**config.mk**
```make
export PLATFORM = sky130hd
export DESIGN_NAME = nmr_pulse_sequencer
export DESIGN_NICKNAME = d
export VERILOG_FILES = /design/src/rtl/nmr_seq_pkg.sv /design/src/rtl/nmr_pulse_sequencer_seg_table.sv /design/src/rtl/nmr_pulse_sequencer.sv
export SDC_FILE = /design/constraint.sdc
export NUM_CORES = 1
export LEC_CHECK = 0
export ABC_AREA = 1
export BUFFER_PORTS_ARGS = -buffer_cell sky130_fd_sc_hd__buf_2
export CAP_MARGIN = 40
export CELL_PAD_IN_SITES_DETAIL_PLACEMENT = 1
export CELL_PAD_IN_SITES_GLOBAL_PLACEMENT = 1
export CORE_UTILIZATION = 44
export CTS_CLUSTER_DIAMETER = 60
export DETAILED_ROUTE_END_ITERATION = 8
export PLACE_DENSITY_LB_ADDON = 0.1
export SETUP_SLACK_MARGIN = 0.4
export SYNTH_ARGS = -nofsm -noshare
export SYNTH_HDL_FRONTEND = slang
export SYNTH_SLANG_ARGS = --single-unit
```
**constraint.sdc**
```tcl
create_clock -name clk -period 4.8 [get_ports clk]
set_clock_uncertainty 0.2 [all_clocks]
set_input_delay 0.24 -clock clk [delete_from_list [all_inputs] [get_ports clk]]
set_output_delay 0.24 -clock clk [all_outputs]
set_load 0.005 [all_outputs]
```
**src/rtl/nmr_seq_pkg.sv**
```systemverilog
// Shared types and default widths for the NMR pulse sequencer.
package nmr_seq_pkg;

    localparam int N_SEG_DEF    = 8;
    localparam int DUR_W_DEF    = 32;
    localparam int GATE_DLY_DEF = 4;
    localparam int FRQ_W        = 32;

    typedef enum logic [1:0] {
        ST_IDLE  = 2'd0,
        ST_RUN   = 2'd1,
        ST_DRAIN = 2'd2
    } seq_state_e;

    typedef struct packed {
        logic [FRQ_W-1:0]     frq;
        logic [DUR_W_DEF-1:0] dur;
        logic                 gate;
    } seg_t;

endpackage

```
**src/rtl/nmr_pulse_sequencer_seg_table.sv**
```systemverilog
// Segment table: N_SEG-entry register file with synchronous write and two
// combinational read ports. Contents survive reset.
module seg_table
    import nmr_seq_pkg::*;
#(
    parameter int N_SEG = N_SEG_DEF,
    parameter int DUR_W = DUR_W_DEF
) (
    input  logic                     clk,
    input  logic                     we,
    input  logic [$clog2(N_SEG)-1:0] wr_addr,
    input  logic [FRQ_W-1:0]         wr_frq,
    input  logic [DUR_W-1:0]         wr_dur,
    input  logic                     wr_gate,
    input  logic [$clog2(N_SEG)-1:0] rd_addr_a,
    output logic [FRQ_W-1:0]         rd_frq_a,
    output logic [DUR_W-1:0]         rd_dur_a,
    output logic                     rd_gate_a,
    input  logic [$clog2(N_SEG)-1:0] rd_addr_b,
    output logic [FRQ_W-1:0]         rd_frq_b,
    output logic [DUR_W-1:0]         rd_dur_b,
    output logic                     rd_gate_b
);

    logic [FRQ_W-1:0] frq_mem  [N_SEG];
    logic [DUR_W-1:0] dur_mem  [N_SEG];
    logic             gate_mem [N_SEG];

    // Table write port
    always_ff @(posedge clk) begin
        if (we) begin
            frq_mem[wr_addr]  <= wr_frq;
            dur_mem[wr_addr]  <= wr_dur;
            gate_mem[wr_addr] <= wr_gate;
        end
    end

    assign rd_frq_a  = frq_mem[rd_addr_a];
    assign rd_dur_a  = dur_mem[rd_addr_a];
    assign rd_gate_a = gate_mem[rd_addr_a];
    assign rd_frq_b  = frq_mem[rd_addr_b];
    assign rd_dur_b  = dur_mem[rd_addr_b];
    assign rd_gate_b = gate_mem[rd_addr_b];

endmodule

```
**src/rtl/nmr_pulse_sequencer.sv**
```systemverilog
// NMR pulse sequencer: plays a programmed list of DDS frequency segments,
// optionally repeated, with the transmit gate delayed to match DDS latency.
module nmr_pulse_sequencer
    import nmr_seq_pkg::*;
#(
    parameter int N_SEG    = N_SEG_DEF,
    parameter int DUR_W    = DUR_W_DEF,
    parameter int GATE_DLY = GATE_DLY_DEF
) (
    input  logic                     clk,
    input  logic                     rst_n,
    input  logic                     cfg_we,
    input  logic [$clog2(N_SEG)-1:0] cfg_addr,
    input  logic [31:0]              cfg_frq,
    input  logic [DUR_W-1:0]         cfg_dur,
    input  logic                     cfg_gate,
    input  logic [15:0]              repeat_cnt,
    input  logic                     start,
    input  logic                     abort,
    output logic [31:0]              frq,
    output logic                     tx_gate,
    output logic [$clog2(N_SEG)-1:0] seg_idx,
    output logic                     busy,
    output logic                     done
);

    localparam int AW = $clog2(N_SEG);

    seq_state_e           state_r;
    logic [31:0]          frq_r;
    logic                 gate_r;
    logic [GATE_DLY-1:0]  dly_r;
    logic [AW-1:0]        seg_idx_r;
    logic [DUR_W-1:0]     cnt_r;
    logic [15:0]          pass_r;
    logic                 busy_r;
    logic                 done_r;

    logic [31:0]          head_frq_s;
    logic [DUR_W-1:0]     head_dur_s;
    logic                 head_gate_s;
    logic [31:0]          nxt_frq_s;
    logic [DUR_W-1:0]     nxt_dur_s;
    logic                 nxt_gate_s;
    logic [AW-1:0]        nxt_addr_s;
    logic                 tbl_we_s;
    logic                 last_seg_s;
    logic                 abort_s;

    // Port A always serves the list head (start and wrap); port B the following entry.
    seg_table #(
        .N_SEG (N_SEG),
        .DUR_W (DUR_W)
    ) u_seg_table (
        .clk       (clk),
        .we        (tbl_we_s),
        .wr_addr   (cfg_addr),
        .wr_frq    (cfg_frq),
        .wr_dur    (cfg_dur),
        .wr_gate   (cfg_gate),
        .rd_addr_a ({AW{1'b0}}),
        .rd_frq_a  (head_frq_s),
        .rd_dur_a  (head_dur_s),
        .rd_gate_a (head_gate_s),
        .rd_addr_b (nxt_addr_s),
        .rd_frq_b  (nxt_frq_s),
        .rd_dur_b  (nxt_dur_s),
        .rd_gate_b (nxt_gate_s)
    );

    // Write gating, end-of-list detection and effective abort
    always_comb begin
        tbl_we_s   = cfg_we && (state_r == ST_IDLE);
        nxt_addr_s = seg_idx_r + AW'(1);
        abort_s    = abort && (state_r != ST_IDLE);
        if (seg_idx_r == AW'(N_SEG - 1)) begin
            last_seg_s = 1'b1;
        end else begin
            last_seg_s = (nxt_dur_s == {DUR_W{1'b0}});
        end
    end

    // Sequencer FSM, segment counter and pass counter
    always_ff @(posedge clk) begin
        if (!rst_n) begin
            state_r   <= ST_IDLE;
            frq_r     <= 32'd0;
            gate_r    <= 1'b0;
            seg_idx_r <= {AW{1'b0}};
            cnt_r     <= {DUR_W{1'b0}};
            pass_r    <= 16'd0;
            busy_r    <= 1'b0;
            done_r    <= 1'b0;
        end else if (abort_s) begin
            state_r   <= ST_IDLE;
            frq_r     <= 32'd0;
            gate_r    <= 1'b0;
            seg_idx_r <= {AW{1'b0}};
            cnt_r     <= {DUR_W{1'b0}};
            pass_r    <= 16'd0;
            busy_r    <= 1'b0;
            done_r    <= 1'b1;
        end else begin
            case (state_r)
                ST_IDLE: begin
                    done_r <= 1'b0;
                    if (start && !abort) begin
                        if (head_dur_s != {DUR_W{1'b0}}) begin
                            state_r   <= ST_RUN;
                            busy_r    <= 1'b1;
                            frq_r     <= head_frq_s;
                            gate_r    <= head_gate_s;
                            cnt_r     <= head_dur_s - DUR_W'(1);
                            seg_idx_r <= {AW{1'b0}};
                            pass_r    <= (repeat_cnt == 16'd0) ? 16'd0 : repeat_cnt - 16'd1;
                        end else begin
                            done_r <= 1'b1;
                        end
                    end
                end
                ST_RUN: begin
                    if (cnt_r != {DUR_W{1'b0}}) begin
                        cnt_r <= cnt_r - DUR_W'(1);
                    end else if (!last_seg_s) begin
                        seg_idx_r <= nxt_addr_s;
                        frq_r     <= nxt_frq_s;
                        gate_r    <= nxt_gate_s;
                        cnt_r     <= nxt_dur_s - DUR_W'(1);
                    end else if (pass_r != 16'd0) begin
                        // Entry 0 cannot change while busy, so its nonzero duration still holds.
                        seg_idx_r <= {AW{1'b0}};
                        frq_r     <= head_frq_s;
                        gate_r    <= head_gate_s;
                        cnt_r     <= head_dur_s - DUR_W'(1);
                        pass_r    <= pass_r - 16'd1;
                    end else begin
                        state_r <= ST_DRAIN;
                        frq_r   <= 32'd0;
                        gate_r  <= 1'b0;
                        cnt_r   <= DUR_W'(GATE_DLY - 1);
                        done_r  <= (GATE_DLY == 1) ? 1'b1 : 1'b0;
                    end
                end
                ST_DRAIN: begin
                    if (cnt_r == {DUR_W{1'b0}}) begin
                        state_r   <= ST_IDLE;
                        busy_r    <= 1'b0;
                        done_r    <= 1'b0;
                        seg_idx_r <= {AW{1'b0}};
                    end else begin
                        cnt_r  <= cnt_r - DUR_W'(1);
                        done_r <= (cnt_r == DUR_W'(1));
                    end
                end
                default: begin
                    state_r   <= ST_IDLE;
                    frq_r     <= 32'd0;
                    gate_r    <= 1'b0;
                    seg_idx_r <= {AW{1'b0}};
                    cnt_r     <= {DUR_W{1'b0}};
                    pass_r    <= 16'd0;
                    busy_r    <= 1'b0;
                    done_r    <= 1'b0;
                end
            endcase
        end
    end

    // Gate delay line so tx_gate edges trail frq edges by GATE_DLY clocks
    always_ff @(posedge clk) begin
        if (!rst_n || abort_s) begin
            dly_r <= {GATE_DLY{1'b0}};
        end else begin
            dly_r[0] <= gate_r;
            for (int i = 1; i < GATE_DLY; i++) begin
                dly_r[i] <= dly_r[i-1];
            end
        end
    end

    assign frq     = frq_r;
    assign tx_gate = dly_r[GATE_DLY-1];
    assign seg_idx = seg_idx_r;
    assign busy    = busy_r;
    assign done    = done_r;

endmodule
```
==> qor.yml, run 1 <==
drt:
  wire_per_inst_um: 22.5
  drt_pass1_iterations: 6
  dr_wl_met2_um: 48100
  routedLengthMet1_um: 40900
  wl_met3_um: 3670
  vias: 23300
  finalWirelength_um: 95400
  drc: 0
  drt_iter0_markers: 1543
  vias_per_cell: 5.52
  maxUsedRoutingLayer: "met5"
  ant_nets: 0
finish:
  n_fill_cell: 7327
  syn_to_final_growth_pct: 17.5
  final_nets: 3414
  layout_commonest_cell: "nand2_1"
  final_area_um2: 33900
  final_cell_mix: "nand2_1, edfxtp_1, nor2_1"
  layout-drive-gt1-share_pct: 9.90
  final_util_pct: 52.5
worst_setup_path:
  cpMostUsedCell: "nand2_1"
  max_stage_delay_ns: 0.55
  crit_fanout: 30
  reg2reg_slack_ns: 0.56
  crit_chain: "ha_4 > ha_2 > inv_2 > buf_16 > nand3_1 > nand2_1 > nand2_1 > nor2_1 > nand2_1 > nor2_2 > nand2_2 > nand2_4 > nor2_4 > inv_2 > nand3_1 > a21oi_1 > a21oi_1 > dlygate4sd3_1"
  critical_path_required_ns: 5.11
  worstSetupPathType: "flop to flop"
  critPathCaptureType: "flop"
  start_kind: "flop"
  crit_slowest_cell: "dlygate4sd3_1"
  arrival_ns: 4.55
die:
  core_area_um2: 64600
  die_w_um: 258
  die_y_um: 258
  die-area_um2: 66600
  start_util_pct: 44.7
  ioPinCount: 127
  rows: 93
sta:
  fin_crit_sh_pct: 88.3
  hold_viol: 0
  drv_slew: 0
  finalSetupViolCount: 0
  fmax_mhz: 236
  slew_headroom_pct: 43.7
  grt_setup_unrepaired: "no"
  fin_hold_ws_ns: 0.0205
  tightest_slew_ns: 0.843
  min_period_ns: 4.24
  setup_slack_ns: 0.560
  fin_tns_setup_ns: 0
worst_hold_path:
  hold_class: "primary input to flop"
power_and_ir_drop:
  switchingPower_mw: 8.28
  leakage_nw: 13.3
  combPwrFrac_pct: 40.3
  pwr-share-seq_pct: 33.0
  p_clk_share_pct: 26.7
  switching_share_pct: 41.2
  ir_drop_mv: 0.453
  p_int_mw: 11.8
  powerDensity_nw_per_um2: 592
logic_synthesis:
  synth_area_um2: 28900
  syn_avg_cell_area_um2: 9.23
  yosysSeqAreaShare_pct: 60.5
  async_reset_ff_share_pct: 0
  synthFlopType: "edfxtp_1"
  synthCells: 3126
  synth_area_leader_cell: "edfxtp_1"
  yosys.area.top_type_share_pct: 54.1
  ys_seq_elements: 612
  synth-edff-count: 520
  ys_types: 44
  syn_nets: 3225
  synthTopCellsByArea: "edfxtp_1, nand2_1, dfxtp_1"
  yosys_warnings: 0
global_route:
  grt_pass1_vias: 24700
  grt.total_usage_pct: 28.4
  grt_pass1_wl_um: 145000
  gr-total-overflow: 0
  antenna_found_initial: 3
  grt_max_degree: 248
clock_tree:
  clockBufferDepth: 3
  cts_tree: "done"
  clk_pin_slew_ns: 0.06
  cts.htree.levels: 3
  cts_buffers: 70
  clk_latency_ns: 0.63
  cts-root-buf: "clkbuf_16"
  cts_sinks: 612
flow_run:
  drv_cap: 0
placement:
  place_hpwl_um: 58400
  post_dp_cell_area_um2: 30700
  place.port_buffers: 126
  gp_congestion: 0.903
  pre_cts_ws_ns: 0.664
status:
  status: "complete, no violations"
[cell families (layout without fill, tap and decap cells)]
family                     after synthesis  after routing  share of synthesized area (%)
and+or+nand+nor                       1446           1446                           20.6
DFF                                    612            612                           60.5
AOI/OAI and AO/OA                      521            521                           9.61
buffers and inverters                  460            707                           6.50
xor gates and xnor gates                77             77                           2.34
adders and majority gates               10             10                          0.434
other                                    0              1                              0
[sequential cells by signal, indices dropped and copies added (netlist names)]
register and count:
busy 1, cnt_r 32, dly_r 4, done 1, frq 32, gate_r 1, pass_r 16, seg_idx 3
state_r 2, u_seg_table.dur_mem 256, u_seg_table.frq_mem 256, u_seg_table.gate_mem 8
[power groups by stage]
stage	clock network [mW]	logic, mW	registers (mW)
6_report	5.36	8.09	6.64
3_5_place_dp	0	7.86	6.72
5_1_grt	5.64	8.92	6.68
4_1_cts	5.44	7.98	6.62
2_1_floorplan	0	5.29	6.61
3_3_place_gp	0	7.63	6.71
[layer usage]
layer,global-route usage (%),vias up
met3,3.25,157
met2,50.1,513
met1,36.2,11800
met4,10.0,4
li1,-,10900
met5,0,-
[synthesized netlist by cell type (8+ instances only)]
library cell  count
ha_1             10
or2_2            15
buf_6             8
dfxtp_1          92
edfxtp_1        520
a31oi_1          34
nor3_1           22
nand2_1         705
nor2_1          434
xnor2_1          20
clkbuf_1         91
o21ai_1          26
xor2_1           57
nand4_1          25
o22ai_1          47
inv_1           302
nand3_1         213
buf_2            40
o21ai_0         288
buf_4            10
a21oi_1         104
[final timing paths]
check,startpoint,to,cells past startpoint
hold / removal,repeat_cnt[2],pass_r[2]$_SDFFE_PP0P_,5
setup reg to reg,seg_idx[0]$_SDFFE_PP0P_,done$_SDFFE_PN0P_,18
hold reg to reg,dly_r[0]$_SDFF_PP0_,dly_r[1]$_SDFF_PP0_,2
setup / recovery,seg_idx[0]$_SDFFE_PP0P_,done$_SDFFE_PN0P_,18
[worst max-delay path, delay by kind of cell (launching register included)]
family	cells	cell delay [ns]
simple gates	10	1.32
buf+inv	4	1.23
fa+ha+maj	2	0.53
flops	1	0.49
compound gates	2	0.26
[timing repair]
item,in CTS,in global routing
setup buffers,0,0
resized for setup,0,6
hold endpoints to repair,537,0
hold buffers,85,0
endpoints found under the setup margin,0,34
[metrics by stage]
step / instances / power, mW
final: 4229 / 20.1
after global routing: 4229 / 21.2
after CTS: 4225 / 20.0
after detailed placement: 4010 / 14.6
after global placement: 4005 / 14.3
after floorplan: 3126 / 11.9
[final cells by class]
cell class	count	area [um^2]	area share, %
Sequential cell	612	17500	51.5
Multi-Input combinational cell	2054	9630	28.4
Timing Repair Buffer	269	2280	6.73
Clock buffer	102	1970	5.82
Inverter	308	1170	3.44
Tap cell	855	1070	3.16
Clock inverter	28	315	0.930
Antenna cell	1	2.50	0.00738
Note: power is estimated with default switching activity, not from simulation.
==> run 2: changes to the inputs <==
Settings changed: CORE_UTILIZATION 44 to 45, CTS_BUF_LIST set to sky130_fd_sc_hd__clkbuf_2.
==> qor.yml, run 2 (synthesized netlist as in run 1, its figures left out) <==
finish:
  layout_commonest_cell: "nand2_1"
  n_fill_cell: 7301  # -0.35%
  final_cell_mix: "nand2_1, edfxtp_1, nor2_1"
  syn_to_final_growth_pct: 19.8
  largestRegisters: "u_seg_table.dur_mem x256, u_seg_table.frq_mem x256"
  final_nets: 3653  # +7.0%
  layout-drive-gt1-share_pct: 13.0  # +3.1 points
drt:
  vias: 24600  # +5.3%
  drc: 0  # unchanged
  vias_per_cell: 5.43  # -1.7%
  ant_nets: 0  # unchanged
  drt_pass1_iterations: 7  # +1
  drt_iter0_markers: 1531  # -0.78%
  finalWirelength_um: 96800  # +1.5%
  wire_per_inst_um: 21.4  # -5.2%
global_route:
  antenna_found_initial: 3  # unchanged
  grt_max_degree: 227  # -8.5%
  grt_pass1_vias: 26600  # +8.0%
  gr-total-overflow: 0  # unchanged
  grt.total_usage_pct: 29.8  # +1.4 points
  grt_pass1_wl_um: 147000  # +1.7%
die:
  die_w_um: 255  # -1.1%
  start_util_pct: 45.7  # +0.98 points
  rows: 92  # -1.1%
  die-area_um2: 65200  # -2.2%
  ioPinCount: 127  # unchanged
  core_area_um2: 63200  # -2.1%
  die_y_um: 255  # -1.1%
power_and_ir_drop:
  leakage_nw: 13.9  # +4.6%
  powerDensity_nw_per_um2: 539  # -9.0%
  ir_drop_mv: 0.315  # -30%
clock_tree:
  cts.htree.levels: 4  # +1
  clk_latency_ns: 1.43  # +0.80 ns
  cts_buffers: 159  # +130%
  cts_tree: "done"
  clockBufferDepth: 3  # unchanged
  clk_pin_slew_ns: 0.11  # +0.05 ns
  cts_sinks: 612  # unchanged
  cts-root-buf: "clkbuf_2"
sta:
  fmax_mhz: 241  # +2.1%
  setup_slack_ns: 0.647  # +0.0869 ns
  fin_crit_sh_pct: 86.5  # -1.8 points
  fin_tns_setup_ns: 0  # unchanged
  min_period_ns: 4.15  # -0.0869 ns
  hold_viol: 0  # unchanged
  fin_hold_ws_ns: 0.143  # +0.123 ns
  slew_headroom_pct: 37.0  # -6.7 points
  tightest_slew_ns: 0.945  # +0.102 ns
  drv_slew: 0  # unchanged
  finalSetupViolCount: 0  # unchanged
  grt_setup_unrepaired: "no"
status:
  status: "complete, no violations"
worst_setup_path:
  arrival_ns: 5.23  # +0.68 ns
  cpLargestDelayFamily: "simple AND/OR/NAND/NOR gates"
  max_stage_delay_ns: 0.50  # -0.05 ns
  crit_slowest_cell: "dfxtp_4"
  r2r_start: "seg_idx[0]$_SDFFE_PP0P_"
  crit_chain: "ha_4 > ha_2 > inv_2 > buf_12 > nand3_1 > nand2_1 > nand2_1 > nor2_1 > nand2_1 > nor2_2 > nand2_2 > nand2_4 > nor2_4 > inv_2 > nand2_2 > inv_2 > nor2_1 > a211oi_1"
  reg2reg_slack_ns: 0.65  # +0.09 ns
  crit_fanout: 33  # +10%
  critical_path_required_ns: 5.88  # +0.77 ns
  start_kind: "flop"
  crit_buf_inv: 4  # unchanged
  r2r-end: "pass_r[7]$_SDFFE_PP0P_"
  critPathCaptureType: "flop"
  worstSetupPathType: "flop to flop"
  r2r_cells: 18  # unchanged
placement:
  gp_congestion: 0.950  # +5.3%
  place_hpwl_um: 55900  # -4.3%
  pre_cts_ws_ns: 0.498  # -0.166 ns
  place.port_buffers: 126  # unchanged
worst_hold_path:
  min_to: "u_seg_table.frq_mem[0][5]$_DFFE_PP_"
  hold-path-cell-count: 3  # -2
  hold_start: "cfg_frq[5]"
  hold_class: "primary input to flop"
flow_run:
  drv_cap: 0  # unchanged
==> run 2: cell types whose count changed in the layout (fill, tap and decap cells not counted), moves of 4 or more <==
| cell | delta |
|---|---|
| buf_12 | -7 |
| clkbuf_16 | -73 |
| dlygate4sd3_1 | +158 |
| clkbuf_2 | +234 |
| clkbuf_8 | -6 |
| clkinv_1 | +29 |
| clkbuf_1 | -24 |
| buf_4 | -4 |
==> run 2: worst max-delay path by stage <==
| stage | startpoint | end | slack (ns) | depth (start not counted) |
|---|---|---|---|---|
| floorplan | state_r[1]$_SDFFE_PP0P_ | u_seg_table.dur_mem[0][0]$_DFFE_PP_ | 0.30 | 6 |
| global placement | cnt_r[0]$_SDFFE_PP0P_ | frq[12]$_SDFFE_PP0P_ | 0.59 | 13 |
| detailed placement | cnt_r[0]$_SDFFE_PP0P_ | frq[28]$_SDFFE_PP0P_ | 0.50 | 13 |
| CTS | cnt_r[0]$_SDFFE_PP0P_ | frq[28]$_SDFFE_PP0P_ | 0.44 | 13 |
| global route | seg_idx[0]$_SDFFE_PP0P_ | pass_r[7]$_SDFFE_PP0P_ | 0.42 | 18 |
| finish | seg_idx[0]$_SDFFE_PP0P_ | pass_r[7]$_SDFFE_PP0P_ | 0.65 | 18 |
==> run 2: area by class of cell <==
class | instances | area [um^2] | area share (%)
timing repair buffer | 419 | 3750 | 10.8
tap | 846 | 1060 | 3.06
inverter | 308 | 1160 | 3.36
antenna | 3 | 7.51 | 0.0217
clock buffer | 234 | 1170 | 3.39
clock inverter | 53 | 328 | 0.948
multi-input combinational | 2054 | 9640 | 27.9
sequential | 612 | 17500 | 50.5
==> run 2: power breakdown <==
part	internal (mW)	switching, mW	total [mW]
registers	6.25	0.359	6.61
clock network	1.49	2.29	3.78
logic	2.59	5.65	8.25
==> run 2: what timing repair did <==
item / CTS / global route
gates resized for setup: 0 / 8
setup endpoints to repair: 0 / 72
buffers inserted: 0 / 0
hold buffers: 243 / 0
hold endpoints to repair: 1132 / 0
==> run 2: through the flow <==
step / total power, mW / cells / cell area [um^2] / util [%]
finish: 18.6 / 4529 / 34600 / 54.7
global route: 19.9 / 4528 / 34600 / 54.7
CTS: 18.5 / 4524 / 34500 / 54.6
detailed placement: 14.4 / 3994 / 30500 / 48.3
global placement: 14.1 / 3990 / 30400 / 48.2
floorplan: 11.9 / 3126 / 28900 / -
==> run 2: worst register-to-register path: stages (launching register included) <==
cell	delay (ns)
dfxtp_4	0.50
ha_4	0.17
ha_2	0.30
inv_2	0.37
buf_12	0.27
nand3_1	0.16
nand2_1	0.14
nand2_1	0.10
nor2_1	0.20
nand2_1	0.12
nor2_2	0.21
nand2_2	0.15
nand2_4	0.11
nor2_4	0.04
inv_2	0.09
nand2_2	0.27
inv_2	0.29
nor2_1	0.08
a211oi_1	0.27
==> run 2: routing by layer <==
| layer | track usage (%) | part of all wire (%) | up-vias |
|---|---|---|---|
| li1 | - | - | 11500 |
| met1 | 35.7 | 41 | 12200 |
| met2 | 52.7 | 51 | 706 |
| met3 | 5.26 | 4.9 | 219 |
| met4 | 12.7 | 3.0 | 2 |
| met5 | 0 | 0.011 | - |
==> run 3: changes to the inputs <==
Clock period 4.8 ns to 3.5 ns, I/O delays scaled along.
==> qor.yml, run 3 (synthesized netlist as in run 1, its figures left out) <==
status:
  status: "complete, no violations"
clock_tree:
  cts_sinks: 612  # unchanged
  cts_buffers: 163  # +2.5%
  cts_tree: "done"
  cts.htree.levels: 4  # unchanged
  cts-root-buf: "clkbuf_2"
  clockBufferDepth: 3  # unchanged
  clk_latency_ns: 1.39  # -0.04 ns
  clk_pin_slew_ns: 0.11  # about the same
finish:
  largestRegisters: "u_seg_table.dur_mem x256, u_seg_table.frq_mem x256"
  layout_commonest_cell: "nand2_1"
  syn_to_final_growth_pct: 31.5
  final_nets: 3868  # +5.9%
  final_cell_mix: "nand2_1, edfxtp_1, nor2_1"
  final_area_um2: 37900  # +9.7%
  fin_cells: 4745  # +4.8%
  layout-drive-gt1-share_pct: 22.7  # +9.6 points
  n_fill_cell: 7185  # -1.6%
worst_setup_path:
  crit_buf_inv: 5  # +1
  cpMostUsedCell: "nor2_4"
  start_kind: "flop"
  reg2reg_slack_ns: 0.15  # -0.50 ns
  critical_path_required_ns: 4.54  # -1.34 ns
  crit_fanout: 8  # -76%
  crit_slowest_cell: "dfxtp_4"
  cpLargestDelayFamily: "simple AND/OR/NAND/NOR gates"
  max_stage_delay_ns: 0.39  # -0.11 ns
  arrival_ns: 4.40  # -0.83 ns
  crit_chain: "ha_4 > clkinv_8 > buf_12 > clkbuf_16 > nand3_1 > nand3_1 > nand2_1 > nand2_4 > nor2_4 > nand2_2 > nor2_4 > nand2_2 > nand2_4 > nor2_4 > inv_4 > nand2_8 > clkbuf_16 > a211oi_2"
  worstSetupPathType: "flop to flop"
  critPathCaptureType: "flop"
global_route:
  antenna_found_initial: 3  # unchanged
  grt.total_usage_pct: 33.2  # +3.4 points
  grt_pass1_vias: 28100  # +5.7%
  grt_pass1_wl_um: 162000  # +9.8%
  grt_max_degree: 76  # -67%
  gr-total-overflow: 0  # unchanged
placement:
  place_inst: 4095  # +2.5%
  gp_congestion: 0.891  # -6.3%
  place_hpwl_um: 60200  # +7.7%
  place.port_buffers: 126  # unchanged
  post_dp_cell_area_um2: 31400  # +2.9%
drt:
  finalWirelength_um: 113000  # +17%
  drt_iter0_markers: 2061  # +35%
  ant_nets: 0  # unchanged
  drc: 0  # unchanged
  vias_per_cell: 5.60  # +3.2%
  vias: 26600  # +8.1%
  drt_pass1_iterations: 5  # -2
  wire_per_inst_um: 23.9  # +12%
sta:
  hold_viol: 0  # unchanged
  tightest_slew_ns: 0.903  # -0.0420 ns
  grt_setup_unrepaired: "yes"
  drv_slew: 0  # unchanged
  slew_headroom_pct: 39.8  # +2.8 points
  finalSetupViolCount: 0  # unchanged
  fin_crit_sh_pct: 95.9  # +9.3 points
  fmax_mhz: 298  # +24%
  min_period_ns: 3.35  # -0.798 ns
  fin_tns_setup_ns: 0  # unchanged
worst_hold_path:
  hold_class: "primary input to flop"
die:
  core_area_um2: 63200  # unchanged
  start_util_pct: 45.7  # unchanged
  die-area_um2: 65200  # unchanged
  rows: 92  # unchanged
  die_w_um: 255  # unchanged
  ioPinCount: 127  # unchanged
  die_y_um: 255  # unchanged
power_and_ir_drop:
  leakage_nw: 15.5  # +11%
  powerDensity_nw_per_um2: 788  # +46%
  ir_drop_mv: 0.396  # +26%
flow_run:
  drv_cap: 0  # unchanged
run 3: area by class of cell:
class	count	area, um^2	share of cell area, %
diodes	4	10.0	0.0264
clock buffers	237	1190	3.13
clock inverters	54	327	0.861
inverters	308	1190	3.13
multi-input cells	2054	10500	27.7
flip-flops and latches	612	17500	46.0
well taps	846	1060	2.79
repair buffers	630	6180	16.3
run 3: report_power, final:
part	internal [mW]	switching [mW]	total [mW]
clock	2.01	3.31	5.33
combinational	5.72	9.82	15.5
sequential	8.58	0.472	9.05
run 3: final timing paths:
check	depth (start not counted)	start	endpoint
setup / recovery	18	seg_idx[0]$_SDFFE_PP0P_	pass_r[12]$_SDFFE_PP0P_
hold / removal	3	cfg_dur[31]	u_seg_table.dur_mem[2][31]$_DFFE_PP_
setup reg to reg	18	seg_idx[0]$_SDFFE_PP0P_	pass_r[12]$_SDFFE_PP0P_
hold reg to reg	2	dly_r[1]$_SDFF_PP0_	dly_r[2]$_SDFF_PP0_
run 3: through the flow:
stage	utilization [%]	setup slack (ns)	power, mW	hold WS [ns]
5_1_grt	60.0	0.0774	31.4	0.0658
2_1_floorplan	-	0.0474	16.4	0.0739
6_report	60.0	0.145	29.9	0.149
3_3_place_gp	49.8	-0.134	20.5	0.199
3_5_place_dp	49.8	-0.276	20.8	0.216
4_1_cts	57.5	0.307	27.5	0.0115
run 3: repair_timing:
action                      CTS  global route
hold buffers                252             0
hold endpoints to repair   1132             0
buffers inserted             33            42
setup endpoints to repair    87           117
gates resized for setup      70           254
pin swaps                     9            97
gates cloned                 12            16
run 3: metal layers:
| layer | wire (um) | vias to the layer above | global-route usage (%) |
|---|---|---|---|
| li1 | - | 11900 | - |
| met1 | 44600 | 13300 | 39.8 |
| met2 | 57300 | 1069 | 57.8 |
| met3 | 7130 | 292 | 6.20 |
| met4 | 4440 | 2 | 15.2 |
| met5 | 16 | - | 0 |
run 3: worst register-to-register path: stages, from the launching register on:
cell and delay (ns):
dfxtp_4 0.39, ha_4 0.34, clkinv_8 0.11, buf_12 0.17, clkbuf_16 0.18, nand3_1 0.10, nand3_1 0.14, nand2_1 0.18
nand2_4 0.07, nor2_4 0.12, nand2_2 0.08, nor2_4 0.16, nand2_2 0.10, nand2_4 0.12, nor2_4 0.07, inv_4 0.11
nand2_8 0.11, clkbuf_16 0.21, a211oi_2 0.25
